[src/rtl/alu_pkg.sv]
// Shared opcode definitions for the n-bit ALU: class select and per-class operation codes.
package alu_pkg;

  typedef logic [2:0] op_t;

  localparam logic ARITH = 1'b0;
  localparam logic LOGIC = 1'b1;

  // Arithmetic class
  localparam op_t OP_ADD   = 3'b000;
  localparam op_t OP_SUB   = 3'b001;
  localparam op_t OP_INC   = 3'b010;
  localparam op_t OP_DEC   = 3'b011;
  localparam op_t OP_NEG   = 3'b100;
  localparam op_t OP_SHL   = 3'b101;
  localparam op_t OP_SHR   = 3'b110;
  localparam op_t OP_PASSA = 3'b111;

  // Logic class
  localparam op_t OP_AND   = 3'b000;
  localparam op_t OP_OR    = 3'b001;
  localparam op_t OP_XOR   = 3'b010;
  localparam op_t OP_NAND  = 3'b011;
  localparam op_t OP_NOR   = 3'b100;
  localparam op_t OP_XNOR  = 3'b101;
  localparam op_t OP_NOTA  = 3'b110;
  localparam op_t OP_PASSB = 3'b111;

endpackage

[src/rtl/alu_nbit_if.sv]
// Operand/result bundle for alu_nbit; the master drives operands, the slave returns registered results.
interface alu_nbit_if #(parameter int n = 8);
  import alu_pkg::*;

  logic [n-1:0] a;
  logic [n-1:0] b;
  op_t          sel;
  logic         control;
  logic [n-1:0] y;
  logic         cout;

  modport master (output a, b, sel, control, input y, cout);
  modport slave  (input a, b, sel, control, output y, cout);
endinterface

[src/rtl/alu_addsub_n.sv]
// n-bit adder with carry-in and optional inversion of the second operand.
module alu_addsub_n #(
  parameter int n = 8
) (
  input  logic [n-1:0] a,
  input  logic [n-1:0] b,
  input  logic         invert_b,
  input  logic         cin,
  output logic [n-1:0] sum,
  output logic         carry
);

  logic [n-1:0] b_eff;
  logic [n:0]   total;

  // One extra bit so the carry out falls naturally into bit n.
  always_comb begin
    b_eff = invert_b ? ~b : b;
    total = {1'b0, a} + {1'b0, b_eff} + {{n{1'b0}}, cin};
  end

  assign sum   = total[n-1:0];
  assign carry = total[n];

endmodule

[src/rtl/alu_nbit.sv]
// Parameterised n-bit ALU: arithmetic and logic classes, result and carry registered one cycle later.
module alu_nbit
  import alu_pkg::*;
#(
  parameter int n = 8
) (
  input  logic        clk,
  input  logic        rst,
  alu_nbit_if.slave   bus
);

  logic [n-1:0] add_x;
  logic [n-1:0] add_b;
  logic         add_inv;
  logic         add_cin;
  logic [n-1:0] add_sum;
  logic         add_carry;

  logic [n-1:0] next_y;
  logic         next_cout;
  logic [n-1:0] y_q;
  logic         cout_q;

  // ADD/SUB/INC/DEC/NEG share one adder; DEC adds all-ones, NEG computes 0 + ~a + 1.
  always_comb begin
    add_x   = bus.a;
    add_b   = bus.b;
    add_inv = 1'b0;
    add_cin = 1'b0;
    case (bus.sel)
      OP_SUB: begin add_inv = 1'b1; add_cin = 1'b1; end
      OP_INC: begin add_b = '0; add_cin = 1'b1; end
      OP_DEC: begin add_b = '0; add_inv = 1'b1; end
      OP_NEG: begin add_x = '0; add_b = bus.a; add_inv = 1'b1; add_cin = 1'b1; end
      default: ;
    endcase
  end

  alu_addsub_n #(.n(n)) u_addsub (
    .a        (add_x),
    .b        (add_b),
    .invert_b (add_inv),
    .cin      (add_cin),
    .sum      (add_sum),
    .carry    (add_carry)
  );

  always_comb begin
    next_y    = '0;
    next_cout = 1'b0;
    if (bus.control == ARITH) begin
      case (bus.sel)
        OP_SHL:   begin next_y = {bus.a[n-2:0], 1'b0}; next_cout = bus.a[n-1]; end
        OP_SHR:   begin next_y = {1'b0, bus.a[n-1:1]}; next_cout = bus.a[0]; end
        OP_PASSA: next_y = bus.a;
        default:  begin next_y = add_sum; next_cout = add_carry; end
      endcase
    end else begin
      case (bus.sel)
        OP_AND:   next_y = bus.a & bus.b;
        OP_OR:    next_y = bus.a | bus.b;
        OP_XOR:   next_y = bus.a ^ bus.b;
        OP_NAND:  next_y = ~(bus.a & bus.b);
        OP_NOR:   next_y = ~(bus.a | bus.b);
        OP_XNOR:  next_y = ~(bus.a ^ bus.b);
        OP_NOTA:  next_y = ~bus.a;
        default:  next_y = bus.b;
      endcase
    end
  end

  always_ff @(posedge clk) begin
    if (rst) begin
      y_q    <= '0;
      cout_q <= 1'b0;
    end else begin
      y_q    <= next_y;
      cout_q <= next_cout;
    end
  end

  assign bus.y    = y_q;
  assign bus.cout = cout_q;

endmodule

[src/flat_wrapper.sv]
// flat-port wrapper written by rule: the top's interface ports become plain ports
module alu_nbit_flat import alu_pkg::*;
#(
  parameter int n = 8
)
  (clk, rst, bus_a, bus_b, bus_sel, bus_control, bus_y, bus_cout);
  alu_nbit_if #(.n(n)) bus_i ();
  input  logic clk;
  input  logic rst;
  input wire logic [$bits(bus_i.a)-1:0] bus_a;
  input wire logic [$bits(bus_i.b)-1:0] bus_b;
  input wire logic [$bits(bus_i.sel)-1:0] bus_sel;
  input wire logic [$bits(bus_i.control)-1:0] bus_control;
  output wire logic [$bits(bus_i.y)-1:0] bus_y;
  output wire logic [$bits(bus_i.cout)-1:0] bus_cout;
  assign bus_i.a = bus_a;
  assign bus_i.b = bus_b;
  assign bus_i.sel = bus_sel;
  assign bus_i.control = bus_control;
  assign bus_y = bus_i.y;
  assign bus_cout = bus_i.cout;
  alu_nbit #(.n(n)) u_core (.clk(clk), .rst(rst), .bus(bus_i));
endmodule
[config.mk]
export PLATFORM = sky130hd
export DESIGN_NAME = alu_nbit_flat
export DESIGN_NICKNAME = d
export VERILOG_FILES = /design/src/rtl/alu_pkg.sv /design/src/rtl/alu_nbit_if.sv /design/src/rtl/alu_addsub_n.sv /design/src/rtl/alu_nbit.sv /design/src/flat_wrapper.sv
export SDC_FILE = /design/constraint.sdc
export NUM_CORES = 1
export LEC_CHECK = 0
export CORE_MARGIN = 2
export CORE_UTILIZATION = 50
export CTS_BUF_LIST = sky130_fd_sc_hd__clkbuf_8
export CTS_CLUSTER_DIAMETER = 120
export CTS_CLUSTER_SIZE = 12
export DETAILED_ROUTE_END_ITERATION = 12
export PLACE_DENSITY = 0.78
export SLEW_MARGIN = 10
export SYNTH_ARGS = -nofsm -noshare
export SYNTH_HDL_FRONTEND = slang
export SYNTH_SLANG_ARGS = --single-unit
[constraint.sdc]
create_clock -name clk -period 3.4 [get_ports clk]
set_input_delay 1.02 -clock clk [delete_from_list [all_inputs] [get_ports clk]]
set_output_delay 1.02 -clock clk [all_outputs]
set_load 0.02 [all_outputs]
# == Word level (Yosys, flattened, before mapping) ==
# Index checks and enable logic that the tools add are counted.
# classes
bitwise,8
n_reduce_logical,5
add_sub_neg,2
n_mux,9
n_eq_ne,7
# ops
op,n
case mux 8 bit (7 select lines),1
NOT 8 bit,5
2-to-1 mux 8 bit,3
case mux 8 bit (3 select lines),1
case mux 8 bit (2 select lines),1
"equality test 3 bit, second input constant",4
adder 8 x 8 -> 9 bit,1
adder 9 x 1 -> 9 bit,1
AND 8 bit,1
bitwise OR 8 bit,1
XOR 8 bit,1
"equality test 3 x 2 -> 1 bit, second input constant",2
OR reduction 3 bit,2
OR reduction 2 bit,2
"equality test 3 x 1 -> 1 bit, second input constant",1
logical NOT 3 bit,1
case mux 1 bit (3 select lines),1
2-to-1 mux 1 bit,2
# word_totals
out_inout_bits,9
reg_bits,9
word_cells,33

# == Longest topological paths before layout ==
# Gate-level depths: netlist of the first run.
# logic_depth
word_depth,9
mapped_depth,13

# == Hierarchy ==
# Synthesis of the first run repeated with hierarchy kept, for this count alone.
# hier_totals
hier_cells,292
area_unflattened_um2,2119.5
# modules_own_cells
module,instances,seq_area_each_um2,cells_each,area_each_um2
alu_nbit,1,180.2,239,1701.6
alu_addsub_n,1,0.0,53,417.9

# == Least setup slack after synthesis of the first run ==
# Ideal clock, no wire load.
# synth_path
path_kind,input-to-reg
startpoint,in bus_sel[2]
endpoint,reg u_core.y_q[6] (netlist: u_core.bus.y[6])
path_slack_ns,-0.127
t_arrival_ns,3.465
t_required_ns,3.338
stages,12
setup_ns,0.062
path_cell_list,buf_4 buf_2 o21ai_0 a211oi_1 a21oi_1 fa_1 fa_1 nor2b_4 o31a_4 o22ai_2 or4b_1 nand3_1
# synth_via
elab_chain_cells,9
# synth_lines
element,line_no,source
"start, declared",flat_wrapper.sv:12,input wire logic [$bits(bus_i.sel)-1:0] bus_sel;
equality test 3 x 2 -> 1 bit,"alu_nbit.sv:30, alu_nbit.sv:59",
OR reduction 2 bit (no line),--,
case mux 8 bit (2 select lines),alu_nbit.sv:30,case (bus.sel)
NOT 8 bit,alu_addsub_n.sv:18,b_eff = invert_b ? ~b : b;
2-to-1 mux 8 bit,alu_addsub_n.sv:18,
adder 8 x 8 -> 9 bit,alu_addsub_n.sv:19,"total = {1'b0, a} + {1'b0, b_eff} + {{n{1'b0}}, cin};"
adder 9 x 1 -> 9 bit,alu_addsub_n.sv:19,
case mux 8 bit (3 select lines),alu_nbit.sv:52,case (bus.sel)
2-to-1 mux 8 bit (*),alu_nbit.sv:51,if (bus.control == ARITH) begin
"end signal, assigned",alu_nbit.sv:77,y_q <= next_y;
"end, declared",alu_nbit.sv:21,logic [n-1:0] y_q;
# Mark *: on every way between the ends. The rest lies on a longest branch, timed or not.
# A chain may end at the register's enable or synchronous reset.

# == Worst setup path in the final report of the first run ==
# layout_path
startpoint,in bus_b[1]
endpoint,reg u_core.y_q[7] (netlist: u_core.bus.y[7])
# layout_via
elab_chain_cells,7
# layout_lines
element,line_no,source
"start, declared",flat_wrapper.sv:11,input wire logic [$bits(bus_i.b)-1:0] bus_b;
case mux 8 bit (2 select lines) (*),alu_nbit.sv:30,
NOT 8 bit,alu_addsub_n.sv:18,
2-to-1 mux 8 bit (*),alu_addsub_n.sv:18,
adder 8 x 8 -> 9 bit (*),alu_addsub_n.sv:19,
adder 9 x 1 -> 9 bit (*),alu_addsub_n.sv:19,
case mux 8 bit (3 select lines) (*),alu_nbit.sv:52,
2-to-1 mux 8 bit (*),alu_nbit.sv:51,
# Marks and branches as above.

==> results of run 1 <==
[cell families after synthesis]
| group | synth area share |
|---|---|
| simple gates | 0.2148 |
| flops | 0.09178 |
| fa+ha+maj | 0.1670 |
| xor+xnor | 0.008925 |
| compound gates | 0.3665 |
| buf+inv | 0.09815 |
| mux | 0.05290 |
[final timing paths]
check,endpoint,cells past startpoint,startpoint
setup / recovery,u_core.bus.y[7],12,bus_b[1]
hold / removal,u_core.bus.y[0],6,bus_a[0]
[layer usage]
metal | wire length [um] | GRT usage
met5 | 0 | 0
met2 | 3197 | 0.4988
met3 | 660 | 0.05912
met1 | 2777 | 0.3687
met4 | 446 | 0.1403
[through the flow]
stage           power, W  std cells  hold WS (ps)
6_report       0.0006796        403          1432
5_1_grt        0.0007211        403          1476
4_1_cts        0.0006427        394          1488
3_5_place_dp   0.0005185        389          1816
3_3_place_gp   0.0005122        389          1817
2_1_floorplan  0.0003572        276          1213
[area by class of cell]
class	instances	area share
Timing Repair Buffer	91	0.2762
Sequential cell	9	0.06457
Clock buffer	3	0.01480
Multi-Input combinational cell	230	0.5933
Tap cell	48	0.02152
Inverter	21	0.02825
Clock inverter	1	0.001345
[sequential cells by signal (all words and copies together), names as in the netlist]
name,flops
u_core.bus.y,8
u_core.bus.cout,1
[Yosys cell counts (all sizes together), types with 3 or more instances]
cell type   n
buf        16
o22ai       4
nand3b      3
nor2b      16
a31oi       4
nand4       3
o221ai     10
nand2      26
dfxtp       9
or2         3
ha         23
o211ai      4
a21oi      35
nor2       15
inv        21
o21ai      35
nand3       3
nand2b      6
mux2i       7
[critical path, delay by kind of cell]
kind | cells | cell delay [ps]
simple gates | 1 | 80
compound gates | 7 | 1470
buf+inv | 3 | 720
fa+ha+maj | 1 | 210
[where the power goes]
| group | total (W) | internal [W] | leakage, nW | switching (W) |
|---|---|---|---|---|
| registers | 0.000122 | 0.000119 | 0.0749 | 0.00000311 |
| logic | 0.000440 | 0.000213 | 1.18 | 0.000227 |
| clock network | 0.000117 | 0.0000783 | 0.0269 | 0.0000391 |
| total | 0.000680 | 0.000410 | 1.28 | 0.000269 |
[layout by cell type (no fill, tap or decap), drive strengths merged, types with 3 or more instances in the layout]
| master | count |
|---|---|
| a21oi | 35 |
| a31oi | 4 |
| buf | 61 |
| clkbuf | 5 |
| clkdlybuf4s50 | 25 |
| dfxtp | 9 |
| ha | 23 |
| inv | 22 |
| mux2i | 7 |
| nand2 | 26 |
| nand2b | 6 |
| nand3 | 3 |
| nand3b | 3 |
| nand4 | 3 |
| nor2 | 15 |
| nor2b | 16 |
| o211ai | 4 |
| o21ai | 35 |
| o221ai | 10 |
| o22ai | 4 |
| or2 | 3 |
[timing repair]
item                       CTS  global route
hold buffers                 0             0
pin swaps                    1             9
gates cloned                 1             0
buffers inserted             0             9
resized for setup            6            28
setup endpoints to repair    5             4
==> results.md, run 1 <==
- Worst slack, placed: -419.6 ps
- #FFs+latches synth: 9
- Final WL: 7080 um
- Leak: 1.279 nW
- Crit share post-route: 1.001
- Die height: 66.66 um
- CP Max Fanout: 4
- Sequential fraction of the synthesis area: 0.09178
- Failing checks: setup timing
- CP max stage cell: clkdlybuf4s50_1
- Grt ovf: 0
- Clock Sinks: 9
- Slew of the pin with the lowest slew margin: 441.3 ps
- CORE AREA: 3716 um2
- IO Port Bufs: 30
- Synth Flop Type: dfxtp_1
- Clock tree buffer depth: 2
- Worst setup EP type: flip-flop
- CP startpoint kind: primary input
- Final worst setup slack: -1.788 ps
- Critical Path AT: 3500 ps
- Synth-to-layout area growth: 42.13%
- First-pass GRT wire length: 10,260 um
- Max VDD drop: 0.1302 mV
- Max Freq: 294.0 MHz
- Area share of the largest cell type after synthesis: 0.1466
- Antenna Cells: 0
- Tmin final: 3402 ps
- CP peak stage delay: 510 ps
- Total CTS buffers: 3
- Initial antenna violation count: 0
- Post-Syn Nets: 323
- Largest net degree at the start of global routing: 21
- Gp weighted congestion: 0.9564
- Vias: 2,568
- Die width: 66.66 um
- Multi-input gate area: 1655 um2
- Most used cell, CP: a21oi_2
- P per Cell Area: 243.6 nW/um2
- Pre-antenna DRT Iters: 5
- Initial Util: 0.5283
- Final Cell Area: 2790 um2
- Clock tree from TritonCTS: yes
- Clk Tree Root Cell: clkbuf_8
- IO Pins: 31
- Slew HR: 0.7047
- Crit-path cells: clkdlybuf4s50_1 > o21ai_0 > o22ai_1 > a21oi_2 > inv_1 > ha_1 > a21oi_1 > a21oi_2 > buf_4 > o211ai_1 > a211o_1 > nand4_1
- Iteration-0 DRC count of the detailed router: 296
- Site Rows: 22
- FF+latch area: 180.2 um2
- Drt drc: 0
- Synth top area cells: ha_1 (15%), dfxtp_1 (9.2%), a21oi_1 (8.9%)
- Drt wl/cell: 17.57 um
- Yosys top cell by area: ha_1
- Avg Inst Size Synth: 7.113 um2
- Status: finished with violations
- Share of cells above drive strength 1: 0.2535
- CP required: 3500 ps
- Post-DRT Antenna Nets: 0
- # setup viols final: 1
- Clock Pin Slew Worst Setup and Hold Paths: 40 ps
- GRT Util Overall: 0.2998
- Cells after Synth: 276
- Final Util: 0.7508
- Final Hold Fails: 0
- Setup TNS: -1.788 ps
- Vias per inst: 6.372
- Synthesized area: 1963 um2
- Yosys warning total: 0
- Async SR Flop Fraction: 0
- Fin. max-slew vios: 0
- Fill cell count: 287
- Min-delay worst type: primary input to flip-flop
- DP HPWL: 4846 um
- Critical path class: primary input to flip-flop
- DIE AREA: 4444 um2
- EDFF count, synth: 0
- H-tree depth: 1
- Total Nets Final: 403
- Max-Cap Viols: 0
- Synth unique cells: 50
- Vias in the first global route: 2,301
- Area post-placement: 2597 um2
Note: power is estimated with default switching activity, not from simulation.
==> inputs of run 2 (changes only) <==
- CORE_UTILIZATION: 50 -> 51
- PLACE_DENSITY: 0.78 -> 0.79
==> run 2 against run 1 <==
The run now ends clean. Critical path depth up 1. Combinational power down 8.9%. Sequential share of layout area up 0.41 points. Sequential power about the same. Clock power about the same. Critical path type unchanged. Largest power group unchanged. Highest routed layer unchanged.
==> results.md, run 2 (synthesis gave the netlist of run 1 again) <==
- Grt ovf: 0
- Layer carrying the most global-route usage: met2
- Clock tree from TritonCTS: yes
- Worst setup EP type: flip-flop
- Largest net degree at the start of global routing: 21
- Most common cell after layout, fill and taps aside: buf_4
- Fin Hold WS: 1249 ps
- Share of cells above drive strength 1: 0.2012
- RSZ-0062 raised after global routing: false
- Setup TNS: 0 ps
- Leak: 1.187 nW
- Hold Crit Start: bus_b[0]
- CP required: 3570 ps
- CP Max Fanout: 3
- Synth-to-layout area growth: 33.72%
- Max-Cap Viols: 0
- Final WL: 6289 um
- Met2 Track Usage GR: 0.4987
- M1 GR Usage: 0.3857
- GRT Util Overall: 0.3037
- Commonest cells after routing, fill and taps aside: buf_4 (40), a21oi_1 (34), o21ai_0 (28)
- Total Nets Final: 386
- DIE AREA: 4361 um2
- Hold Path Depth: 3
- Critical path class: primary input to flip-flop
- P per Cell Area: 244.5 nW/um2
- Status: completed
- Critical Path AT: 3450 ps
- Initial Util: 0.5322
- Largest register FFs: 8
- # setup viols final: 0
- Site Rows: 22
- Slew HR: 0.6863
- IO Port Bufs: 30
- Clock Sinks: 9
- Die width: 66.04 um
- H-tree depth: 1
- Critical path buffer and inverter count: 1
- Fin. max-slew vios: 0
- Final Hold Fails: 0
- Tmin final: 3282 ps
- Drt drc: 0
- DP HPWL: 4700 um
- CP peak stage delay: 510 ps
- CP max stage cell: or4b_1
- Vias per inst: 6.150
- Gp weighted congestion: 0.9475
- Max Freq: 304.7 MHz
- Vias: 2,374
- Iteration-0 DRC count of the detailed router: 314
- Total CTS buffers: 3
- Met3 Track Usage GR: 0.05963
- IO Pins: 31
- Total power: 0.0006419 W
- Slew of the pin with the lowest slew margin: 468.8 ps
- Clk Tree Root Cell: clkbuf_8
- Drt wl/cell: 16.29 um
- Pre-antenna DRT Iters: 5
- Min-delay worst type: primary input to flip-flop
- Cell family with most CP delay: simple AND/OR/NAND/NOR gates
- CORE AREA: 3689 um2
- First-pass GRT wire length: 10,390 um
- Post-DRT Antenna Nets: 0
- Crit share post-route: 0.9652
- Final Util: 0.7117
- Die height: 66.04 um
- CP startpoint kind: primary input
- Endpoint, Worst Hold: u_core.bus.y[0]
- Vias in the first global route: 2,306
- Clock tree buffer depth: 2
- Max VDD drop: 0.1940 mV
- Antenna Cells: 0
- Crit-path cells: clkbuf_2 > nor2b_4 > nand2_1 > o21ai_1 > a211oi_2 > a21oi_2 > fa_2 > fa_2 > nor2b_4 > o31a_4 > o22ai_2 > or4b_1 > nand3_1
- Clock Pin Slew Worst Setup and Hold Paths: 40 ps
- Initial antenna violation count: 0
[run 2: metal layers]
metal	routed length (um)	up-vias
met3	562	27
li1	-	1142
met1	2566	1073
met2	2871	132
met4	288	0
met5	0	-
[run 2: repair_timing]
action,CTS,global route
cloned,0,1
setup endpoints to repair,4,5
hold buffers,0,0
setup buffers,1,1
gates resized for setup,8,14
pin swaps,3,4
[run 2: area by class of cell]
cell class | count | area (um2)
clock buffer | 3 | 41.29
clock inverter | 1 | 3.754
fill | 322 | 1064
inverter | 21 | 78.83
multi-input combinational | 230 | 1617
sequential | 9 | 180.2
tap | 48 | 60.06
timing repair buffer | 74 | 644.4
[run 2: where the power goes]
part           total [W]  internal (W)  switching, W
registers       0.000122      0.000119    0.00000290
logic           0.000401      0.000191      0.000210
clock network   0.000119     0.0000784     0.0000402
total           0.000642      0.000389      0.000253
[run 2: how the worst max path moves through the flow]
stage | start | end | slack, ps | depth (start not counted)
floorplan | bus_sel[2] | u_core.bus.y[6] | 10 | 12
global placement | bus_sel[2] | u_core.bus.y[6] | -370 | 12
detailed placement | bus_sel[2] | u_core.bus.y[6] | -440 | 12
CTS | bus_sel[0] | u_core.bus.y[6] | 10 | 11
global route | bus_sel[2] | u_core.bus.y[6] | 1 | 13
finish | bus_sel[2] | u_core.bus.y[6] | 120 | 13
[run 2: through the flow]
stage | worst slack, ps | cells | cell area, um2
6_report | 118.3 | 386 | 2625
4_1_cts | 10.60 | 384 | 2604
5_1_grt | 1.456 | 386 | 2625
3_5_place_dp | -439.6 | 379 | 2535
2_1_floorplan | 12.30 | 276 | 1971
3_3_place_gp | -371.2 | 379 | 2535
==> inputs of run 3 (changes only) <==
- TNS_END_PERCENT: unset -> 100
==> results of run 3 <==
The final DEF is identical to that of run 2; final timing and power are the same.
